--- src/rtl/reconfig_adder_sched_pkg.sv ---
// reconfig_adder_sched_pkg
// Shared types and constants for the adder scheduler slice.
// Contents:
//   W          operand width (result is W+1 bits)
//   NREQ       number of requesters sharing the adder
//   SchedState scheduler FSM states (IDLE, EXEC, RESP)
//   CfgSel     operand-select encodings driven on cfg_sel
//   grantToIdx one-hot grant to requester index helper
package reconfig_adder_sched_pkg;

    localparam int W    = 8;
    localparam int NREQ = 3;

    typedef enum logic [1:0] {
        IDLE = 2'd0,
        EXEC = 2'd1,
        RESP = 2'd2
    } SchedState;

    typedef enum logic [1:0] {
        SEL_A0   = 2'd0,
        SEL_A1   = 2'd1,
        SEL_A2   = 2'd2,
        SEL_ZERO = 2'd3
    } CfgSel;

    // Converts a one-hot (or zero) grant vector into the requester index.
    // A zero vector maps to index 0; callers only use the result when a
    // grant is actually present.
    function automatic logic [1:0] grantToIdx(input logic [NREQ-1:0] grant);
        logic [1:0] idx;
        idx = 2'd0;
        for (int i = 0; i < NREQ; i++) begin
            if (grant[i]) begin
                idx = 2'(i);
            end
        end
        return idx;
    endfunction

endpackage

--- src/rtl/reconfig_adder_sched_if.sv ---
// reconfig_adder_sched_if
// Bundles the requester and response ports of the adder scheduler.
// Signals:
//   req_valid  [NREQ]      per-requester request valid
//   req_ready  [NREQ]      per-requester accept (one-hot or zero)
//   req_a      [NREQ*W]    operand A, requester i at [i*W +: W]
//   req_b      [NREQ*W]    operand B, same packing
//   rsp_valid              result valid
//   rsp_ready              downstream accepts result
//   rsp_sum    [W+1]       registered b + a
//   rsp_id     [2]         owner of rsp_sum
//   cfg_sel    [2]         datapath operand select (3 = zero operand)
//   busy                   scheduler in EXEC or RESP
// Modports: master = requesters/consumer side, slave = scheduler side.
interface reconfig_adder_sched_if;
    import reconfig_adder_sched_pkg::*;

    logic [NREQ-1:0]   req_valid;
    logic [NREQ-1:0]   req_ready;
    logic [NREQ*W-1:0] req_a;
    logic [NREQ*W-1:0] req_b;
    logic              rsp_valid;
    logic              rsp_ready;
    logic [W:0]        rsp_sum;
    logic [1:0]        rsp_id;
    logic [1:0]        cfg_sel;
    logic              busy;

    modport master (
        output req_valid, req_a, req_b, rsp_ready,
        input  req_ready, rsp_valid, rsp_sum, rsp_id, cfg_sel, busy
    );

    modport slave (
        input  req_valid, req_a, req_b, rsp_ready,
        output req_ready, rsp_valid, rsp_sum, rsp_id, cfg_sel, busy
    );

endinterface

--- src/rtl/reconfig_adder_sched_rr_arbiter3.sv ---
// rr_arbiter3
// Three-input arbiter for the adder scheduler.
// Default build: round-robin, the search starts one past the last accepted
// requester; the pointer moves only when the grant is actually accepted.
// With RECONFIG_SCHED_FIXED_PRIO_EN defined: fixed priority 0 > 1 > 2 and
// no pointer state.
// Ports:
//   clk       rising-edge clock
//   rst       asynchronous active-high reset
//   i_req     [NREQ] request vector
//   i_accept  grant was taken this cycle (advance pointer)
//   o_grant   [NREQ] one-hot grant, zero when no request
module rr_arbiter3
    import reconfig_adder_sched_pkg::*;
(
    input  logic            clk,
    input  logic            rst,
    input  logic [NREQ-1:0] i_req,
    input  logic            i_accept,
    output logic [NREQ-1:0] o_grant
);

`ifdef RECONFIG_SCHED_FIXED_PRIO_EN

    // Clock, reset and accept have no role without a pointer.
    logic w_unused;
    assign w_unused = clk ^ rst ^ i_accept;

    // Lowest index always wins.
    always_comb begin
        o_grant = '0;
        if (i_req[0]) begin
            o_grant = 3'b001;
        end else if (i_req[1]) begin
            o_grant = 3'b010;
        end else if (i_req[2]) begin
            o_grant = 3'b100;
        end
    end

`else

    logic [1:0] r_lastGrant;

    // Priority order rotates so that the requester after the last winner
    // is searched first; the reset value 2 makes requester 0 win first.
    always_comb begin
        o_grant = '0;
        case (r_lastGrant)
            2'd0: begin
                if      (i_req[1]) o_grant = 3'b010;
                else if (i_req[2]) o_grant = 3'b100;
                else if (i_req[0]) o_grant = 3'b001;
            end
            2'd1: begin
                if      (i_req[2]) o_grant = 3'b100;
                else if (i_req[0]) o_grant = 3'b001;
                else if (i_req[1]) o_grant = 3'b010;
            end
            default: begin
                if      (i_req[0]) o_grant = 3'b001;
                else if (i_req[1]) o_grant = 3'b010;
                else if (i_req[2]) o_grant = 3'b100;
            end
        endcase
    end

    // The pointer only remembers grants that turned into a handshake, so a
    // grant offered while nothing is taken does not skew fairness.
    always_ff @(posedge clk or posedge rst) begin
        if (rst) begin
            r_lastGrant <= 2'd2;
        end else if (i_accept) begin
            r_lastGrant <= grantToIdx(o_grant);
        end
    end

`endif

endmodule

--- src/rtl/reconfig_adder_sched.sv ---
// reconfig_adder_sched
// Shares one W-bit adder (sum = b + selected operand, W+1-bit result)
// among NREQ requesters. IDLE arbitrates and latches the winner's operands,
// EXEC registers the sum, RESP presents it on a valid/ready port.
// Configuration macro: RECONFIG_SCHED_FIXED_PRIO_EN selects fixed priority
// arbitration (see rr_arbiter3); undefined gives round-robin.
// Ports:
//   clk   rising-edge clock
//   rst   asynchronous active-high reset
//   bus   reconfig_adder_sched_if.slave (requests, response, cfg_sel, busy)
module reconfig_adder_sched
    import reconfig_adder_sched_pkg::*;
(
    input  logic                   clk,
    input  logic                   rst,
    reconfig_adder_sched_if.slave  bus
);

    SchedState       r_state;
    SchedState       w_nextState;
    logic [NREQ-1:0] w_grant;
    logic            w_accept;
    logic [1:0]      w_winIdx;
    logic [NREQ-1:0] w_reqReady;
    logic            w_busy;

    logic [W-1:0]    r_opA;
    logic [W-1:0]    r_opB;
    logic [W-1:0]    w_selOperand;
    logic [1:0]      r_winId;
    CfgSel           r_cfgSel;
    logic [W:0]      r_sum;
    logic [1:0]      r_rspId;
    logic            r_rspValid;

    rr_arbiter3 u_arb (
        .clk      (clk),
        .rst      (rst),
        .i_req    (bus.req_valid),
        .i_accept (w_accept),
        .o_grant  (w_grant)
    );

    // The grant is a subset of req_valid, so any grant offered in IDLE is a
    // completed handshake.
    assign w_accept = (r_state == IDLE) && (|w_grant);
    assign w_winIdx = grantToIdx(w_grant);

    // State register.
    always_ff @(posedge clk or posedge rst) begin
        if (rst) begin
            r_state <= IDLE;
        end else begin
            r_state <= w_nextState;
        end
    end

    // Next-state logic: EXEC always lasts one cycle, RESP waits for the
    // consumer.
    always_comb begin
        w_nextState = r_state;
        case (r_state)
            IDLE:    if (w_accept) w_nextState = EXEC;
            EXEC:    w_nextState = RESP;
            RESP:    if (bus.rsp_ready) w_nextState = IDLE;
            default: w_nextState = IDLE;
        endcase
    end

    // Output logic: requests are only offered a grant while idle, which is
    // what keeps a pending result from being overtaken.
    always_comb begin
        w_reqReady = '0;
        w_busy     = 1'b0;
        case (r_state)
            IDLE:    w_reqReady = w_grant;
            EXEC:    w_busy     = 1'b1;
            RESP:    w_busy     = 1'b1;
            default: w_busy     = 1'b0;
        endcase
    end

    // Operand select of the shared adder: the zero operand is used whenever
    // no requester owns the datapath.
    always_comb begin
        w_selOperand = r_opA;
        if (r_cfgSel == SEL_ZERO) begin
            w_selOperand = '0;
        end
    end

    // Datapath and response registers. The operands are captured at the
    // handshake so requesters may change them right after being accepted;
    // the result stays frozen in RESP until the consumer takes it.
    always_ff @(posedge clk or posedge rst) begin
        if (rst) begin
            r_opA      <= '0;
            r_opB      <= '0;
            r_winId    <= 2'd0;
            r_cfgSel   <= SEL_ZERO;
            r_sum      <= '0;
            r_rspId    <= 2'd0;
            r_rspValid <= 1'b0;
        end else begin
            case (r_state)
                IDLE: begin
                    if (w_accept) begin
                        r_opA    <= bus.req_a[w_winIdx*W +: W];
                        r_opB    <= bus.req_b[w_winIdx*W +: W];
                        r_winId  <= w_winIdx;
                        r_cfgSel <= CfgSel'(w_winIdx);
                    end
                end
                EXEC: begin
                    r_sum      <= {1'b0, w_selOperand} + {1'b0, r_opB};
                    r_rspId    <= r_winId;
                    r_rspValid <= 1'b1;
                end
                RESP: begin
                    if (bus.rsp_ready) begin
                        r_rspValid <= 1'b0;
                        r_cfgSel   <= SEL_ZERO;
                    end
                end
                default: begin
                    r_rspValid <= 1'b0;
                    r_cfgSel   <= SEL_ZERO;
                end
            endcase
        end
    end

    assign bus.req_ready = w_reqReady;
    assign bus.busy      = w_busy;
    assign bus.rsp_valid = r_rspValid;
    assign bus.rsp_sum   = r_sum;
    assign bus.rsp_id    = r_rspId;
    assign bus.cfg_sel   = r_cfgSel;

endmodule

--- src/flat_wrapper.sv ---
// flat-port wrapper written by rule: the top's interface ports become plain ports
module reconfig_adder_sched_flat import reconfig_adder_sched_pkg::*;
  (clk, rst, bus_req_valid, bus_req_a, bus_req_b, bus_rsp_ready, bus_req_ready, bus_rsp_valid, bus_rsp_sum, bus_rsp_id, bus_cfg_sel, bus_busy);
  reconfig_adder_sched_if bus_i ();
  input  logic clk;
  input  logic rst;
  input wire logic [$bits(bus_i.req_valid)-1:0] bus_req_valid;
  input wire logic [$bits(bus_i.req_a)-1:0] bus_req_a;
  input wire logic [$bits(bus_i.req_b)-1:0] bus_req_b;
  input wire logic [$bits(bus_i.rsp_ready)-1:0] bus_rsp_ready;
  output wire logic [$bits(bus_i.req_ready)-1:0] bus_req_ready;
  output wire logic [$bits(bus_i.rsp_valid)-1:0] bus_rsp_valid;
  output wire logic [$bits(bus_i.rsp_sum)-1:0] bus_rsp_sum;
  output wire logic [$bits(bus_i.rsp_id)-1:0] bus_rsp_id;
  output wire logic [$bits(bus_i.cfg_sel)-1:0] bus_cfg_sel;
  output wire logic [$bits(bus_i.busy)-1:0] bus_busy;
  assign bus_i.req_valid = bus_req_valid;
  assign bus_i.req_a = bus_req_a;
  assign bus_i.req_b = bus_req_b;
  assign bus_i.rsp_ready = bus_rsp_ready;
  assign bus_req_ready = bus_i.req_ready;
  assign bus_rsp_valid = bus_i.rsp_valid;
  assign bus_rsp_sum = bus_i.rsp_sum;
  assign bus_rsp_id = bus_i.rsp_id;
  assign bus_cfg_sel = bus_i.cfg_sel;
  assign bus_busy = bus_i.busy;
  reconfig_adder_sched u_core (.clk(clk), .rst(rst), .bus(bus_i));
endmodule
--- config.mk ---
export PLATFORM = sky130hd
export DESIGN_NAME = reconfig_adder_sched_flat
export DESIGN_NICKNAME = d
export VERILOG_FILES = /design/src/rtl/reconfig_adder_sched_pkg.sv /design/src/rtl/reconfig_adder_sched_if.sv /design/src/rtl/reconfig_adder_sched_rr_arbiter3.sv /design/src/rtl/reconfig_adder_sched.sv /design/src/flat_wrapper.sv
export SDC_FILE = /design/constraint.sdc
export NUM_CORES = 1
export LEC_CHECK = 0
export BUFFER_PORTS_ARGS = -buffer_cell sky130_fd_sc_hd__buf_2
export CAP_MARGIN = 5
export CORE_UTILIZATION = 51
export DETAILED_ROUTE_END_ITERATION = 8
export HOLD_SLACK_MARGIN = 0.02
export PLACE_DENSITY = 0.86
export SYNTH_ARGS = -nofsm -noshare
export SYNTH_HDL_FRONTEND = slang
export SYNTH_SLANG_ARGS = --single-unit
--- constraint.sdc ---
create_clock -name clk -period 2.8 [get_ports clk]
set_input_delay 0.56 -clock clk [delete_from_list [all_inputs] [get_ports clk]]
set_output_delay 0.56 -clock clk [all_outputs]
set_load 0.02 [all_outputs]
; ---- Word-level counts from Yosys, hierarchy flattened
; Cells that the tools add are included.
[totals]
wordCells = 52
register_bits = 36
out_inout_bits = 18
inputBits = 54
[op_classes]
n_addsub = 1
reduce_logical = 9
eq_ne = 6
shift = 2
bitwise_logic = 2
mux = 23
[ops]
columns = cell, n
row1 = variable part select 24 x 6 -> 8 bit, 2
row2 = two-way mux 3 bit, 7
row3 = two-way mux 2 bit, 7
row4 = one-hot mux 2 bit (3 select lines), 2
row5 = adder 8 x 8 -> 9 bit, 1
row6 = two-way mux 8 bit, 1
row7 = one-hot mux 3 bit (2 select lines), 1
row8 = AND reduction 2 bit, 3
row9 = equality test 2 x 1 -> 1 bit (second input constant), 2
row10 = equality test 2 bit (second input constant), 2
row11 = zero test 2 bit, 2
row12 = two-way mux 1 bit, 4
row13 = != test 2 bit (second input constant), 2
row14 = one-hot mux 1 bit (3 select lines), 1
row15 = AND reduction 3 bit, 1
row16 = OR reduction 3 bit, 1
row17 = inverter 1 bit, 2
row18 = OR reduction 2 bit, 1
row19 = logical AND 1 bit, 1

; ---- Longest topological paths before layout
[depth]
ltp_word = 8
ltp_mapped = 8
mapped_depth_nobuf = 8

; ---- Hierarchy
; Synthesis repeated with hierarchy kept, for this count alone.
[hier_totals]
hier_cells = 251
area_unflattened_um2 = 2327.2
[by_module_without_submodules]
columns = module, instances, area_per_inst_um2, cells_each, seq_area_each_um2
row1 = reconfig_adder_sched, 1, 2167.1, 231, 853.3
row2 = rr_arbiter3, 1, 160.2, 20, 51.3

; ---- Least setup slack after synthesis
; No wires, ideal clock.
[synth_timing]
path_type = reg2reg
startpoint = register u_core.r_cfgSel[0] (netlist: u_core.bus.cfg_sel[0])
endpoint = register u_core.r_sum[8] (netlist: u_core.bus.rsp_sum[8])
path_buffers = 0
path_slack_ns = 0.394
period_less_slack_ns = 2.406
setup_time_ns = 0.141
arrival_ns = 2.265
t_required_ns = 2.659
path_stages_with_launch = 9
cell_sequence = dfstp_2 -> nand2_1 -> and2_1 -> ha_1 -> fa_1 -> a211oi_1 -> o21bai_1 -> a311oi_1 -> a211oi_1
[synth_between]
elab_chain_len = 3
[synth_lines]
columns = item, line_no
row1 = from (decl), reconfig_adder_sched.sv:31  ; CfgSel r_cfgSel;
row2 = from (signal assigned), reconfig_adder_sched.sv:111  ; r_cfgSel <= CfgSel'(w_winIdx);
row3 = equality test 2 bit, reconfig_adder_sched.sv:87  ; if (r_cfgSel == SEL_ZERO) begin
row4 = two-way mux 8 bit, reconfig_adder_sched.sv:87
row5 = adder 8 x 8 -> 9 bit, reconfig_adder_sched.sv:115  ; r_sum <= {1'b0, w_selOperand} + {1'b0, r_opB};
row6 = to (signal assigned), reconfig_adder_sched.sv:115
row7 = to (decl), reconfig_adder_sched.sv:32  ; logic [W:0] r_sum;
; Every way passes these cells.
; A chain may end at the register's enable or synchronous reset.

; ---- Final worst setup path
; Ends and elaborated chain as after synthesis.

==> impl_metrics.ini <==
[clock_network]
clk_pin_slew_ps = 70
clock_latency_ps = 290
cts_tree = yes
hold_buffers = 0
numCtsBuffers = 5
clock-sinks = 36
clockBufferDepth = 2
cts_root_buf = clkbuf_8
htree_levels = 2

[floorplan]
fp.dieArea_um2 = 4530
io_pins = 72
core_region_area_um2 = 4060
die_y_um = 67.3
floorplan.rows = 23
initial_core_util = 0.537
dieWidth_um = 67.3

[global_routing]
first_global_vias = 1809
antenna_found_initial = 0
grt_pass1_wl_um = 8000
use_met3 = 0.0591
grt-busiest-layer = met2
use_met1 = 0.300
use_met2 = 0.395
grt_start_max_net_pins = 37
globalRouteTotalUtil = 0.240
gr-total-overflow = 0

[sta]
max_slew_margin = 0.360
period_share = 0.919
fmax_mhz = 389
clock_skew_ps = 7.50
setup_viol = 0
worst_pin_slew_ps = 960
finalHoldViolCount = 0
hold_ws_ps = 358
rsz0062_at_grt = false
period_minus_slack_ps = 2570
drv_slew = 0
fin_tns_setup_ps = 0

[run_status]
status = complete, no violations

[drt]
wl_per_cell_um = 13.9
ant_nets = 0
drt_iter0_drc = 96
dr.pass1.iters = 4
drc = 0
postRouteWirelength_um = 4800
via_count = 1862
via_per_inst = 5.38

[critical_path]
worst-endpoint-arrival_ps = 2700
cp_data_required_time_ps = 2920
critical_path.endpoint_type = flip-flop
crit_type = flip-flop to flip-flop
worst-r2r-setup-slack_ps = 230
path_max_fanout = 8
cp-start-kind = flip-flop

[yosys]
yosysTopAreaCell = dfrtp_1
syn-num-nets = 289
yosysSeqAreaShare = 0.416
synth_cells = 223
netlist_area_um2 = 2180
yosysWarnings = 0
ys_ff_latch = 36
netlist_top_cells_area = dfrtp_1, mux2i_1, o221ai_1, ha_1, nand2_1
synth.top_cell.area_share = 0.379
syn-mean-instance-area_um2 = 9.76
ys_types = 43

[placement]
dpl.hpwl_um = 3630
dp.cells = 338
gp_congestion = 0.786
io_buffers = 71

[power_and_ir_drop]
vdd_ir_drop_max_v = 0.000719
leakage_nw = 1.43
power.density_nw_per_um2 = 1150

[cells_and_area]
final_common_cell = buf_2
drive_above_1_share = 0.331
area_growth_pct = 22.4
antenna_cells = 0
nets = 361
fin_cells = 346
final_cell_mix = buf_2, dfrtp_1, nand2_1, inv_1

[worst_hold_path]
hold_path_class = primary input to async pin

[job]
cap_violations = 0
## flip-flops by register name, summed over array words and instances (netlist names)
register                  count
u_core.bus.cfg_sel            2
u_core.bus.rsp_id             2
u_core.bus.rsp_sum            9
u_core.bus.rsp_valid          1
u_core.r_opA                  8
u_core.r_opB                  8
u_core.r_state                2
u_core.r_winId                2
u_core.u_arb.r_lastGrant      2
## per-stage QoR
stage          total power, mW  area (µm²)  setup WS, ps   util
6_report                  3.06        2670           227  0.657
5_1_grt                   3.32        2670          19.3  0.657
4_1_cts                   3.06        2660           203  0.656
3_5_place_dp              2.67        2570           224  0.633
3_3_place_gp              2.59        2570           327  0.633
2_1_floorplan             2.25        2180           394      -
## area by class of cell
type                       instances  area (µm²)
multi-input combinational        151        1120
clock buffer                       8        90.1
inverter                          26        97.6
tap                               50        62.6
timing repair buffer              75         385
fill                             311        1390
sequential                        36         905
## worst max-delay path, cell delays in order, from the launching register on
cell and delay (ps):
dfstp_2 550, nand2_1 140, and2_1 210, ha_1 230, fa_1 480, a211oi_2 290
o21bai_1 140, a311oi_1 290, a211oi_1 80
## where the power goes
part           switching (mW)  leakage, nW  internal [mW]
sequential              0.149        0.435          0.795
clock                   0.178       0.0455          0.201
combinational           0.993        0.949          0.745
total                    1.32         1.43           1.74
## routing by layer
metal / vias to the layer above / wire length (µm)
met3: 14 / 203
met2: 55 / 2360
met4: 0 / 112
met5: - / 0
met1: 868 / 2130
li1: 925 / -
## repair_timing
action                                  CTS  global route
hold endpoints to repair                  0             0
setup buffers                             0             0
resized for setup                         0             1
endpoints found under the setup margin    0             1
## kinds of logic (layout without fill, tap and decap cells)
kind of cell | after synthesis | count (layout) | share of synthesized area
simple gates | 69 | 69 | 0.163
compound gates | 44 | 44 | 0.153
flops | 36 | 36 | 0.416
buf+inv | 36 | 109 | 0.0730
mux | 23 | 23 | 0.111
fa+ha+maj | 12 | 12 | 0.0724
xor+xnor | 3 | 3 | 0.0121
## final timing paths
path / startpoint / cells after the start / endpoint
min in group clk: u_core.r_winId[0] / 2 / u_core.r_winId[0]
min reg2reg: u_core.r_winId[0] / 2 / u_core.r_winId[0]
max reg2reg: u_core.bus.cfg_sel[0] / 8 / u_core.bus.rsp_sum[8]
max: u_core.bus.cfg_sel[0] / 8 / u_core.bus.rsp_sum[8]
max in group asynchronous: rst / 3 / u_core.u_arb.r_lastGrant[1]
min: rst / 3 / u_core.bus.rsp_sum[3]
## synth_stat cells, drive strengths merged
master / number
o21ai: 6
nand2b: 3
nor3: 3
o221ai: 16
a211oi: 4
and3: 2
a21o: 2
fa: 1
o22ai: 1
a2111oi: 1
mux2i: 16
inv: 26
or2: 3
mux2: 7
nor2: 11
dfrtp: 33
nand3b: 2
clkbuf: 3
nor2b: 2
ha: 11
a21oi: 7
xnor2: 3
and2: 9
nor3b: 1
o21bai: 1
nand4b: 1
nand4bb: 1
buf: 7
and4: 1
nand3: 1
dfstp: 3
a311oi: 1
a31oi: 4
or3: 1
o211ai: 1
nand2: 28
Note: power is estimated with default switching activity, not from simulation.
